==> src/rtl/interpo_coef_seq_pkg.sv <==
// Shared definitions for the interpolator coefficient sequencer: default
// geometry, FSM state encoding and the circular address increment.
package interpo_coef_seq_pkg;

  localparam int unsigned DEF_DEPTH = 40;
  localparam int unsigned DEF_AW    = 6;
  localparam int unsigned DEF_DW    = 32;

  typedef enum logic [1:0] {
    IDLE  = 2'd0,
    RUN   = 2'd1,
    DRAIN = 2'd2
  } state_t;

  function automatic int unsigned wrap_inc(input int unsigned a, input int unsigned depth);
    return (a + 1 >= depth) ? 0 : a + 1;
  endfunction

endpackage

==> src/rtl/interpo_coef_seq_if.sv <==
// Coefficient stream (valid/ready with end-of-burst marker) between the
// sequencer and the interpolator datapath.
interface interpo_coef_seq_if
  import interpo_coef_seq_pkg::*;
#(
  parameter int unsigned DW = DEF_DW
);
  logic [DW-1:0] coef_data;
  logic          coef_valid;
  logic          coef_ready;
  logic          coef_last;

  modport master (output coef_data, output coef_valid, output coef_last, input coef_ready);
  modport slave  (input coef_data, input coef_valid, input coef_last, output coef_ready);
endinterface

==> src/rtl/interpo_coef_skid.sv <==
// Two-entry FIFO holding captured RAM words; the head is presented
// directly on dout. Caller guarantees push only with room and pop only when non-empty.
module interpo_coef_skid #(
  parameter int unsigned W = 33
) (
  input  logic         clk,
  input  logic         reset_n,
  input  logic         push,
  input  logic         pop,
  input  logic         flush,
  input  logic [W-1:0] din,
  output logic [W-1:0] dout,
  output logic         full,
  output logic         empty,
  output logic [1:0]   count
);
  logic [W-1:0] mem [2];
  logic         wr_ptr;
  logic         rd_ptr;

  always_ff @(posedge clk) begin
    if (!reset_n) begin
      mem[0] <= '0;
      mem[1] <= '0;
      wr_ptr <= 1'b0;
      rd_ptr <= 1'b0;
      count  <= '0;
    end else if (flush) begin
      wr_ptr <= 1'b0;
      rd_ptr <= 1'b0;
      count  <= '0;
    end else begin
      if (push) begin
        mem[wr_ptr] <= din;
        wr_ptr      <= ~wr_ptr;
      end
      if (pop) rd_ptr <= ~rd_ptr;
      count <= count + 2'(push) - 2'(pop);
    end
  end

  assign dout  = mem[rd_ptr];
  assign full  = (count == 2'd2);
  assign empty = (count == 2'd0);
endmodule

==> src/rtl/interpo_coef_seq.sv <==
// Streams a burst of coefficients from RAM port 2 into a valid/ready stream,
// issuing reads only while the 2-word skid FIFO can absorb the returning data.
module interpo_coef_seq
  import interpo_coef_seq_pkg::*;
#(
  parameter int unsigned DEPTH = DEF_DEPTH,
  parameter int unsigned AW    = DEF_AW,
  parameter int unsigned DW    = DEF_DW
) (
  input  logic          clk,
  input  logic          reset_n,
  input  logic          start,
  input  logic [AW-1:0] base_addr,
  input  logic [AW-1:0] tap_cnt,
  input  logic          abort,
  output logic          busy,
  output logic          done,
  output logic          err,
  output logic [AW-1:0] ram_address,
  output logic          ram_chipselect,
  output logic          ram_write,
  input  logic [DW-1:0] ram_readdata,
  interpo_coef_seq_if.master coef
);
  state_t        state, state_nxt;
  logic [AW-1:0] rd_addr, rd_addr_nxt;
  logic [AW-1:0] rd_left, rd_left_nxt;
  logic [AW-1:0] addr_c;
  logic          inflight_vld, inflight_last;
  logic          start_ok, credit, issue, issue_last;
  logic          pop, push, flush, done_c, err_nxt;
  logic [2:0]    occ;
  logic [1:0]    fifo_count;
  logic          fifo_full, fifo_empty;
  logic [DW:0]   fifo_dout;
  logic          head_last;

  assign start_ok = (tap_cnt != '0) && (32'(tap_cnt) <= DEPTH) && (32'(base_addr) < DEPTH);
  assign pop      = coef.coef_valid & coef.coef_ready;
  // A word popped this cycle frees its slot in time for the read issued now.
  assign occ      = 3'(fifo_count) + 3'(inflight_vld) - 3'(pop);
  assign credit   = (occ < 3'd2);
  assign head_last = fifo_dout[DW];

  always_comb begin
    state_nxt   = state;
    rd_addr_nxt = rd_addr;
    rd_left_nxt = rd_left;
    addr_c      = '0;
    issue       = 1'b0;
    issue_last  = 1'b0;
    flush       = 1'b0;
    done_c      = 1'b0;
    err_nxt     = 1'b0;
    case (state)
      IDLE: begin
        if (start) begin
          if (start_ok) begin
            issue       = 1'b1;
            addr_c      = base_addr;
            issue_last  = (tap_cnt == AW'(1));
            rd_addr_nxt = AW'(wrap_inc(32'(base_addr), DEPTH));
            rd_left_nxt = tap_cnt - AW'(1);
            state_nxt   = RUN;
          end else begin
            err_nxt = 1'b1;
          end
        end
      end
      RUN: begin
        if (abort) begin
          flush     = 1'b1;
          done_c    = 1'b1;
          state_nxt = IDLE;
        end else if (rd_left == '0) begin
          state_nxt = DRAIN;
        end else if (credit) begin
          issue       = 1'b1;
          addr_c      = rd_addr;
          issue_last  = (rd_left == AW'(1));
          rd_addr_nxt = AW'(wrap_inc(32'(rd_addr), DEPTH));
          rd_left_nxt = rd_left - AW'(1);
          if (rd_left == AW'(1)) state_nxt = DRAIN;
        end
      end
      DRAIN: begin
        if (abort) begin
          flush     = 1'b1;
          done_c    = 1'b1;
          state_nxt = IDLE;
        end else if (pop && head_last) begin
          done_c    = 1'b1;
          state_nxt = IDLE;
        end
      end
      default: state_nxt = IDLE;
    endcase
  end

  always_ff @(posedge clk) begin
    if (!reset_n) begin
      state         <= IDLE;
      rd_addr       <= '0;
      rd_left       <= '0;
      inflight_vld  <= 1'b0;
      inflight_last <= 1'b0;
      err           <= 1'b0;
    end else begin
      state         <= state_nxt;
      rd_addr       <= rd_addr_nxt;
      rd_left       <= rd_left_nxt;
      inflight_vld  <= issue;
      inflight_last <= issue_last;
      err           <= err_nxt;
    end
  end

  assign push = inflight_vld & ~flush & (~fifo_full | pop);

  interpo_coef_skid #(.W(DW + 1)) u_skid (
    .clk     (clk),
    .reset_n (reset_n),
    .push    (push),
    .pop     (pop),
    .flush   (flush),
    .din     ({inflight_last, ram_readdata}),
    .dout    (fifo_dout),
    .full    (fifo_full),
    .empty   (fifo_empty),
    .count   (fifo_count)
  );

  // Combinational RAM-side outputs are held quiet while reset is asserted.
  assign ram_chipselect  = issue & reset_n;
  assign ram_address     = reset_n ? addr_c : '0;
  assign ram_write       = 1'b0;
  assign done            = done_c & reset_n;
  assign busy            = (state != IDLE);
  assign coef.coef_valid = ~fifo_empty;
  assign coef.coef_data  = fifo_empty ? '0 : fifo_dout[DW-1:0];
  assign coef.coef_last  = ~fifo_empty & head_last;
endmodule

==> src/flat_wrapper.sv <==
// flat-port wrapper written by rule: the top's interface ports become plain ports
module interpo_coef_seq_flat import interpo_coef_seq_pkg::*;
#(
  parameter int unsigned DEPTH = DEF_DEPTH,
  parameter int unsigned AW    = DEF_AW,
  parameter int unsigned DW    = DEF_DW
)
  (clk, reset_n, start, base_addr, tap_cnt, abort, busy, done, err, ram_address, ram_chipselect, ram_write, ram_readdata, coef_coef_data, coef_coef_valid, coef_coef_last, coef_coef_ready);
  interpo_coef_seq_if #(.DW(DW)) coef_i ();
  input  logic clk;
  input  logic reset_n;
  input  logic start;
  input  logic [AW-1:0] base_addr;
  input  logic [AW-1:0] tap_cnt;
  input  logic abort;
  output logic busy;
  output logic done;
  output logic err;
  output logic [AW-1:0] ram_address;
  output logic ram_chipselect;
  output logic ram_write;
  input  logic [DW-1:0] ram_readdata;
  output wire logic [$bits(coef_i.coef_data)-1:0] coef_coef_data;
  output wire logic [$bits(coef_i.coef_valid)-1:0] coef_coef_valid;
  output wire logic [$bits(coef_i.coef_last)-1:0] coef_coef_last;
  input wire logic [$bits(coef_i.coef_ready)-1:0] coef_coef_ready;
  assign coef_coef_data = coef_i.coef_data;
  assign coef_coef_valid = coef_i.coef_valid;
  assign coef_coef_last = coef_i.coef_last;
  assign coef_i.coef_ready = coef_coef_ready;
  interpo_coef_seq #(.DEPTH(DEPTH), .AW(AW), .DW(DW)) u_core (.clk(clk), .reset_n(reset_n), .start(start), .base_addr(base_addr), .tap_cnt(tap_cnt), .abort(abort), .busy(busy), .done(done), .err(err), .ram_address(ram_address), .ram_chipselect(ram_chipselect), .ram_write(ram_write), .ram_readdata(ram_readdata), .coef(coef_i));
endmodule
==> config.mk <==
export PLATFORM = sky130hd
export DESIGN_NAME = interpo_coef_seq_flat
export DESIGN_NICKNAME = d
export VERILOG_FILES = /design/src/rtl/interpo_coef_seq_pkg.sv /design/src/rtl/interpo_coef_seq_if.sv /design/src/rtl/interpo_coef_skid.sv /design/src/rtl/interpo_coef_seq.sv /design/src/flat_wrapper.sv
export SDC_FILE = /design/constraint.sdc
export NUM_CORES = 1
export LEC_CHECK = 0
export ABC_CLOCK_PERIOD_IN_PS = 4700
export CAP_MARGIN = 20
export CORE_AREA = 8 8 119 121
export DETAILED_ROUTE_END_ITERATION = 8
export DIE_AREA = 0 0 127 129
export SKIP_LAST_GASP = 1
export SLEW_MARGIN = 30
export SYNTH_ARGS = -nofsm -noshare
export SYNTH_HDL_FRONTEND = slang
export SYNTH_SLANG_ARGS = --single-unit
==> constraint.sdc <==
create_clock -name clk -period 4.7 [get_ports clk]
set_clock_uncertainty 0.2 [all_clocks]
set_input_delay 0.705 -clock clk [delete_from_list [all_inputs] [get_ports clk]]
set_output_delay 0.705 -clock clk [all_outputs]
set_load 0.1 [all_outputs]
==> flow_metrics.tcl, run 1 <==
set metrics [dict create \
    slew_viol_final 0 \
    track_usage 0.147 \
    gp_congestion 0.816 \
    nets 609 \
    setup_violations 0 \
    fin_setup_tns_ns 0 \
    final-seq-area_um2 2420 \
    fin_area_um2 6300 \
    synth_compound_area_frac 0.125 \
    reg2regPathDepth 8 \
    antenna_found_initial 0 \
    hold_class "reg -> reg" \
    multi_input_area_um2 2240 \
    power.share.switching 0.459 \
    cp.arrival_ns 3.23 \
    postCtsResizedCells 0 \
    grt_pass1_wl_um 19200 \
    drc 0 \
    synth_top_family_by_area "simple AND/OR/NAND/NOR gates" \
    syn_to_final_growth_pct 30.5 \
    cts_made_buffers 9 \
    die_h_um 129 \
    diodes 0 \
    ys_seq_area_frac 0.501 \
    grt_max_degree 35 \
    synth_edf_count 66 \
    yosys_most_used_dff "edfxtp_1" \
    internal_power_mw 1.78 \
    ir_drop_v 0.000239 \
    syn_area_um2 4830 \
    synth-xor-area-share 0.0236 \
    ys_warn_count 0 \
    crit_path_start_kind "primary input" \
    clk_path_buf_depth 2 \
    avgSynthCellArea_um2 10.5 \
    synth_async_sr_flop_share 0 \
    via_count 3707 \
    cts_setup_buffers 0 \
    status "finished clean" \
    period_share 0.880 \
    cp.required_ns 3.80 \
    final_common_cell "clkdlybuf4s50_1" \
    cp_max_fo 9 \
    comb_power_share 0.464 \
    ant_nets 0 \
    dpl-instance-area_um2 5980 \
    r2r-end "u_core.rd_left[3]" \
    endpoint_kind "output pin" \
    hold_depth 2 \
    crit_top_cell "nor2_1" \
    initial_core_util 0.392 \
    syn-num-nets 522 \
    worst-setup-path-type "in -> out" \
    rsz0062_at_grt "false" \
    synthSimpleGateAreaFrac 0.202 \
    seqPwrFrac 0.302 \
    routed_wl_um 12100 \
    ys_seq_elements 88 \
    cp_slowest_stage_delay_ns 0.56 \
    timing.fmax_mhz 242 \
    clk_pin_slew_worst_paths_ns 0.06 \
    powerDensity_nw_per_um2 521 \
    coreArea_um2 12300 \
    startpoint "coef_coef_ready" \
    reg2reg_from "u_core.u_skid.count[0]" \
    rows 41 \
    die-area_um2 16400 \
    grt_remaining_overflow 0 \
    min_period_ns 4.13 \
    cap_violations 0 \
    muxShareOfSynthArea 0.0704 \
    die_x_um 127 \
    root_buffer "clkbuf_16" \
    dp_hpwl_um 8560 \
    worst_pin_slew_ns 1.03 \
    p_sw_mw 1.51 \
    cts_tree "yes" \
    path_cells "clkdlybuf4s50_1 > o21ai_0 > nor2_1 > fa_1 > nand3b_1 > a211oi_4 > a22oi_1 > nor2_1 > buf_12" \
    cts_sinks 88 \
    post_drt_wl_per_cell_um 17.2 \
    io_buffers 92 \
    timing.final.hold_violations 0 \
    slew_headroom 0.309 \
    cts_max_level 3 \
    fill_cells 1134 \
    clock_latency_ns 0.34 \
    r2r_setup_slack_ns 1.46 \
    ys_types 60 \
    synth_fa_ha_area_frac 0.0352 \
    drt_pre_antenna_iters 4 \
    clockPowerShare 0.233 \
    power.leakage_nw 2.29 \
    layout_common_cells "79 x clkdlybuf4s50_1, 67 x and2_1, 66 x edfxtp_1" \
    ctsHoldBuffers 0 \
    grt_pass1_vias 3820 \
    min-delay-start "u_core.u_skid.rd_ptr" \
    pin_count 94 \
    drtIter0Drc 244 \
    layout-drive-gt1-share 0.101 \
    syn_inst 460 \
    viasPerCell 5.28 \
    slowest_stage "fa_1" \
]
[power by group through the flow]
| stage | Clock, mW | Sequential, mW | Combinational, mW |
|---|---|---|---|
| after global placement | 0 | 1.01 | 1.53 |
| after CTS | 0.771 | 0.995 | 1.54 |
| final | 0.767 | 0.993 | 1.53 |
| after detailed placement | 0 | 1.01 | 1.54 |
| after floorplan | 0 | 0.955 | 1.21 |
| after global routing | 0.799 | 1.00 | 1.61 |
[flip-flops by register name (all words and copies together), names as in the netlist, named ones only]
signal                count
u_core.err                1
u_core.state              2
u_core.rd_addr            6
u_core.u_skid.count       2
u_core.rd_left            6
u_core.inflight_vld       1
u_core.u_skid.wr_ptr      1
u_core.inflight_last      1
u_core.u_skid.mem        66
u_core.u_skid.rd_ptr      1
[synth_stat cells, types with 5 or more instances]
cell / count / area share
and2_1: 67 / 0.087
inv_1: 21 / 0.016
a31oi_1: 6 / 0.0078
xor2_1: 6 / 0.011
nand3_1: 6 / 0.0062
ha_1: 12 / 0.031
edfxtp_1: 66 / 0.41
a21oi_1: 11 / 0.011
and3_1: 5 / 0.0065
xnor2_1: 7 / 0.013
nor4_1: 5 / 0.0065
dfxtp_1: 22 / 0.091
nor2_1: 62 / 0.048
o21ai_0: 6 / 0.0062
a211oi_1: 6 / 0.0093
buf_2: 8 / 0.0083
nand2_1: 18 / 0.014
clkbuf_1: 15 / 0.012
a22oi_1: 7 / 0.011
nor3_1: 7 / 0.0073
mux2i_1: 34 / 0.070
o31ai_1: 6 / 0.0093
[routing by layer]
layer	track usage	part of all wire	vias up
met3	0.0319	0.061	13
met1	0.178	0.44	1778
li1	-	-	1813
met2	0.249	0.48	103
met4	0.0595	0.015	0
met5	0	0	-
[stage by stage]
stage	total power, mW	hold slack (ns)	util	setup WS, ns	instances
after floorplan	2.16	0.272	-	0.434	460
after global placement	2.54	0.295	0.486	0.634	686
after detailed placement	2.55	0.302	0.486	0.537	686
after CTS	3.30	0.317	0.512	0.536	702
after global routing	3.41	0.336	0.512	0.354	702
final	3.29	0.319	0.512	0.566	702
[layout make-up]
type                    instances  share of cell area
clock inverters                 7              0.0149
clock buffers                   9              0.0357
inverters                      23              0.0137
flip-flops and latches         88               0.385
repair buffers                101               0.166
multi-input cells             324               0.356
well taps                     150              0.0298
[critical path, delay by kind of cell]
kind	cells	cell delay (ns)
AO/OA/AOI/OAI	3	0.83
buffers and inverters	2	0.68
adder cells (fa/ha/maj)	1	0.56
AND/OR/NAND/NOR	3	0.45
[cells by family (layout without fill, tap and decap cells)]
logic type	count (synthesis)	after routing
buffers and inverters	48	140
and+or+nand+nor	187	187
xor gates and xnor gates	13	13
AOI/OAI and AO/OA	76	76
adders and majority gates	13	13
DFF	88	88
muxes	34	34
other	1	1
[how the worst max path moves through the flow]
stage                     slack, ns  depth (start not counted)              to
after global routing           0.35                          9  ram_address[4]
after CTS                      0.54                          9  ram_address[0]
final                          0.57                          9  ram_address[0]
after floorplan                0.43                          7  ram_address[0]
after detailed placement       0.54                          9  ram_address[0]
after global placement         0.63                          9  ram_address[1]
(Power assumes the default switching activity.)
==> run 2: changes to the inputs <==
PLACE_DENSITY = 0.67   (was unset)
==> run 2 against run 1 <==
Non-clock buffer count grew 3. Total power down 0.31%. Critical endpoint unchanged. Sequential share of layout area shrank 0.22 points. Largest cell class unchanged. First-iteration DRC count decreased by 23%. Critical path depth did not move. Sequential power fell by 2%. Routed wire length decreased by 0.80%. Hold slack worse by 0.010 ns. Cell count rose by 0.43%. Flip-flop and latch count did not move. Via count is 0.13% higher. Register-to-register slack got worse by 0.09 ns.
==> flow_metrics.tcl, run 2 (same netlist as run 1, synthesis figures left out) <==
set metrics [dict create \
    routed_wl_um 12000 \
    crit_path_start_kind "primary input" \
    die_h_um 129 \
    worst-setup-path-type "in -> out" \
    cts_tree "yes" \
    min_period_ns 4.19 \
    die_x_um 127 \
    powerDensity_nw_per_um2 517 \
    min_to "u_core.u_skid.rd_ptr" \
    clock_latency_ns 0.33 \
    hold_depth 2 \
    antenna_found_initial 0 \
    grt_max_degree 21 \
    status "finished clean" \
    cp.required_ns 3.80 \
    multi_input_area_um2 2240 \
    grt_remaining_overflow 0 \
    slew_viol_final 0 \
    final-seq-area_um2 2420 \
    cp.arrival_ns 3.29 \
    period_share 0.892 \
    drt_pre_antenna_iters 4 \
    fin_area_um2 6340 \
    viasPerCell 5.27 \
    timing.fmax_mhz 239 \
    cp_max_fo 9 \
    syn_to_final_growth_pct 31.2 \
    dp_hpwl_um 8850 \
    cts_sinks 88 \
    pin_count 94 \
    startpoint "coef_coef_ready" \
    rows 41 \
    slew_headroom 0.329 \
    diodes 0 \
    dpl-instance-area_um2 6030 \
    clk_pin_slew_worst_paths_ns 0.06 \
    coreArea_um2 12300 \
    initial_core_util 0.392 \
    die-area_um2 16400 \
    layout-drive-gt1-share 0.106 \
    postCtsResizedCells 0 \
    grt_pass1_vias 3796 \
    largest_reg_flops 66 \
    power.leakage_nw 2.31 \
    cts_max_level 3 \
    reg2reg_from "u_core.u_skid.count[1]" \
    fin_setup_tns_ns 0 \
    root_buffer "clkbuf_16" \
    worst_pin_slew_ns 1.00 \
    r2r-end "u_core.rd_left[3]" \
    r2r_setup_slack_ns 1.37 \
    final_common_cell "clkdlybuf4s50_1" \
    drc 0 \
    post_drt_wl_per_cell_um 17.0 \
    gp_congestion 0.874 \
    io_buffers 92 \
    via_count 3712 \
    clk_path_buf_depth 2 \
    ant_nets 0 \
    cts_setup_buffers 0 \
    ctsHoldBuffers 0 \
    fill_cells 1132 \
    hold_class "reg -> reg" \
    track_usage 0.149 \
    setup_violations 0 \
    largest_register "u_core.u_skid.mem" \
    min-delay-start "u_core.u_skid.rd_ptr" \
    drtIter0Drc 187 \
    rsz0062_at_grt "false" \
    ir_drop_v 0.000165 \
    cap_violations 0 \
    grt_pass1_wl_um 19500 \
    cts_made_buffers 9 \
    reg2regPathDepth 8 \
    timing.final.hold_violations 0 \
    nets 612 \
    layout_common_cells "79 x clkdlybuf4s50_1, 67 x and2_1, 66 x edfxtp_1" \
    endpoint_kind "output pin" \
    largest_registers "u_core.u_skid.mem x66, u_core.rd_addr x6, u_core.rd_left x6" \
]
-- run 2: changes by cell type in the layout (fill, tap and decap cells not counted) --
cell | previous run | this run
clkinv_1 | 2 | 3
nor2_1 | 61 | 60
buf_16 | 0 | 1
clkinv_4 | 2 | 0
clkinv_2 | 0 | 1
nor2_2 | 1 | 2
buf_4 | 15 | 17
-- run 2: worst max path at each step --
stage                     endpoint  slack, ns  cells after the start
finish              ram_address[0]       0.51                      9
global route        ram_address[0]       0.38                      9
CTS                 ram_address[0]       0.51                      9
detailed placement  ram_address[0]       0.52                      9
global placement    ram_address[1]       0.63                      9
floorplan           ram_address[0]       0.43                      7
-- run 2: report_power, final --
group	internal (mW)	switching, mW
clock	0.461	0.285
combinational	0.422	1.13
sequential	0.901	0.0744
total	1.78	1.49
-- run 2: area by class of cell --
cell class              instances  area share
clock buffers                   9      0.0355
clock inverters                 7      0.0134
inverters                      23      0.0136
multi-input cells             324       0.354
flip-flops and latches         88       0.382
well taps                     150      0.0296
repair buffers                104       0.171
-- run 2: metal layers --
layer | GRT usage | share of wire
met3 | 0.0364 | 0.064
met2 | 0.251 | 0.48
met4 | 0.0525 | 0.012
met5 | 0 | 0
met1 | 0.182 | 0.44
-- run 2: per-stage QoR --
| stage | cells | hold slack (ns) | total power, mW | util | setup WS [ns] |
|---|---|---|---|---|---|
| global placement | 688 | 0.300 | 2.54 | 0.487 | 0.631 |
| floorplan | 460 | 0.272 | 2.16 | - | 0.434 |
| detailed placement | 689 | 0.300 | 2.56 | 0.489 | 0.516 |
| CTS | 705 | 0.315 | 3.31 | 0.515 | 0.510 |
| finish | 705 | 0.309 | 3.28 | 0.515 | 0.509 |
| global route | 705 | 0.339 | 3.42 | 0.515 | 0.379 |
-- run 2: worst max-delay path, stage by stage --
cell and delay, ns:
clkdlybuf4s50_1 0.47, o21ai_0 0.24, nor2_1 0.12, fa_1 0.42, xor2_1 0.21, a211oi_4 0.50, a22oi_1 0.18, nor2_1 0.23
buf_12 0.21
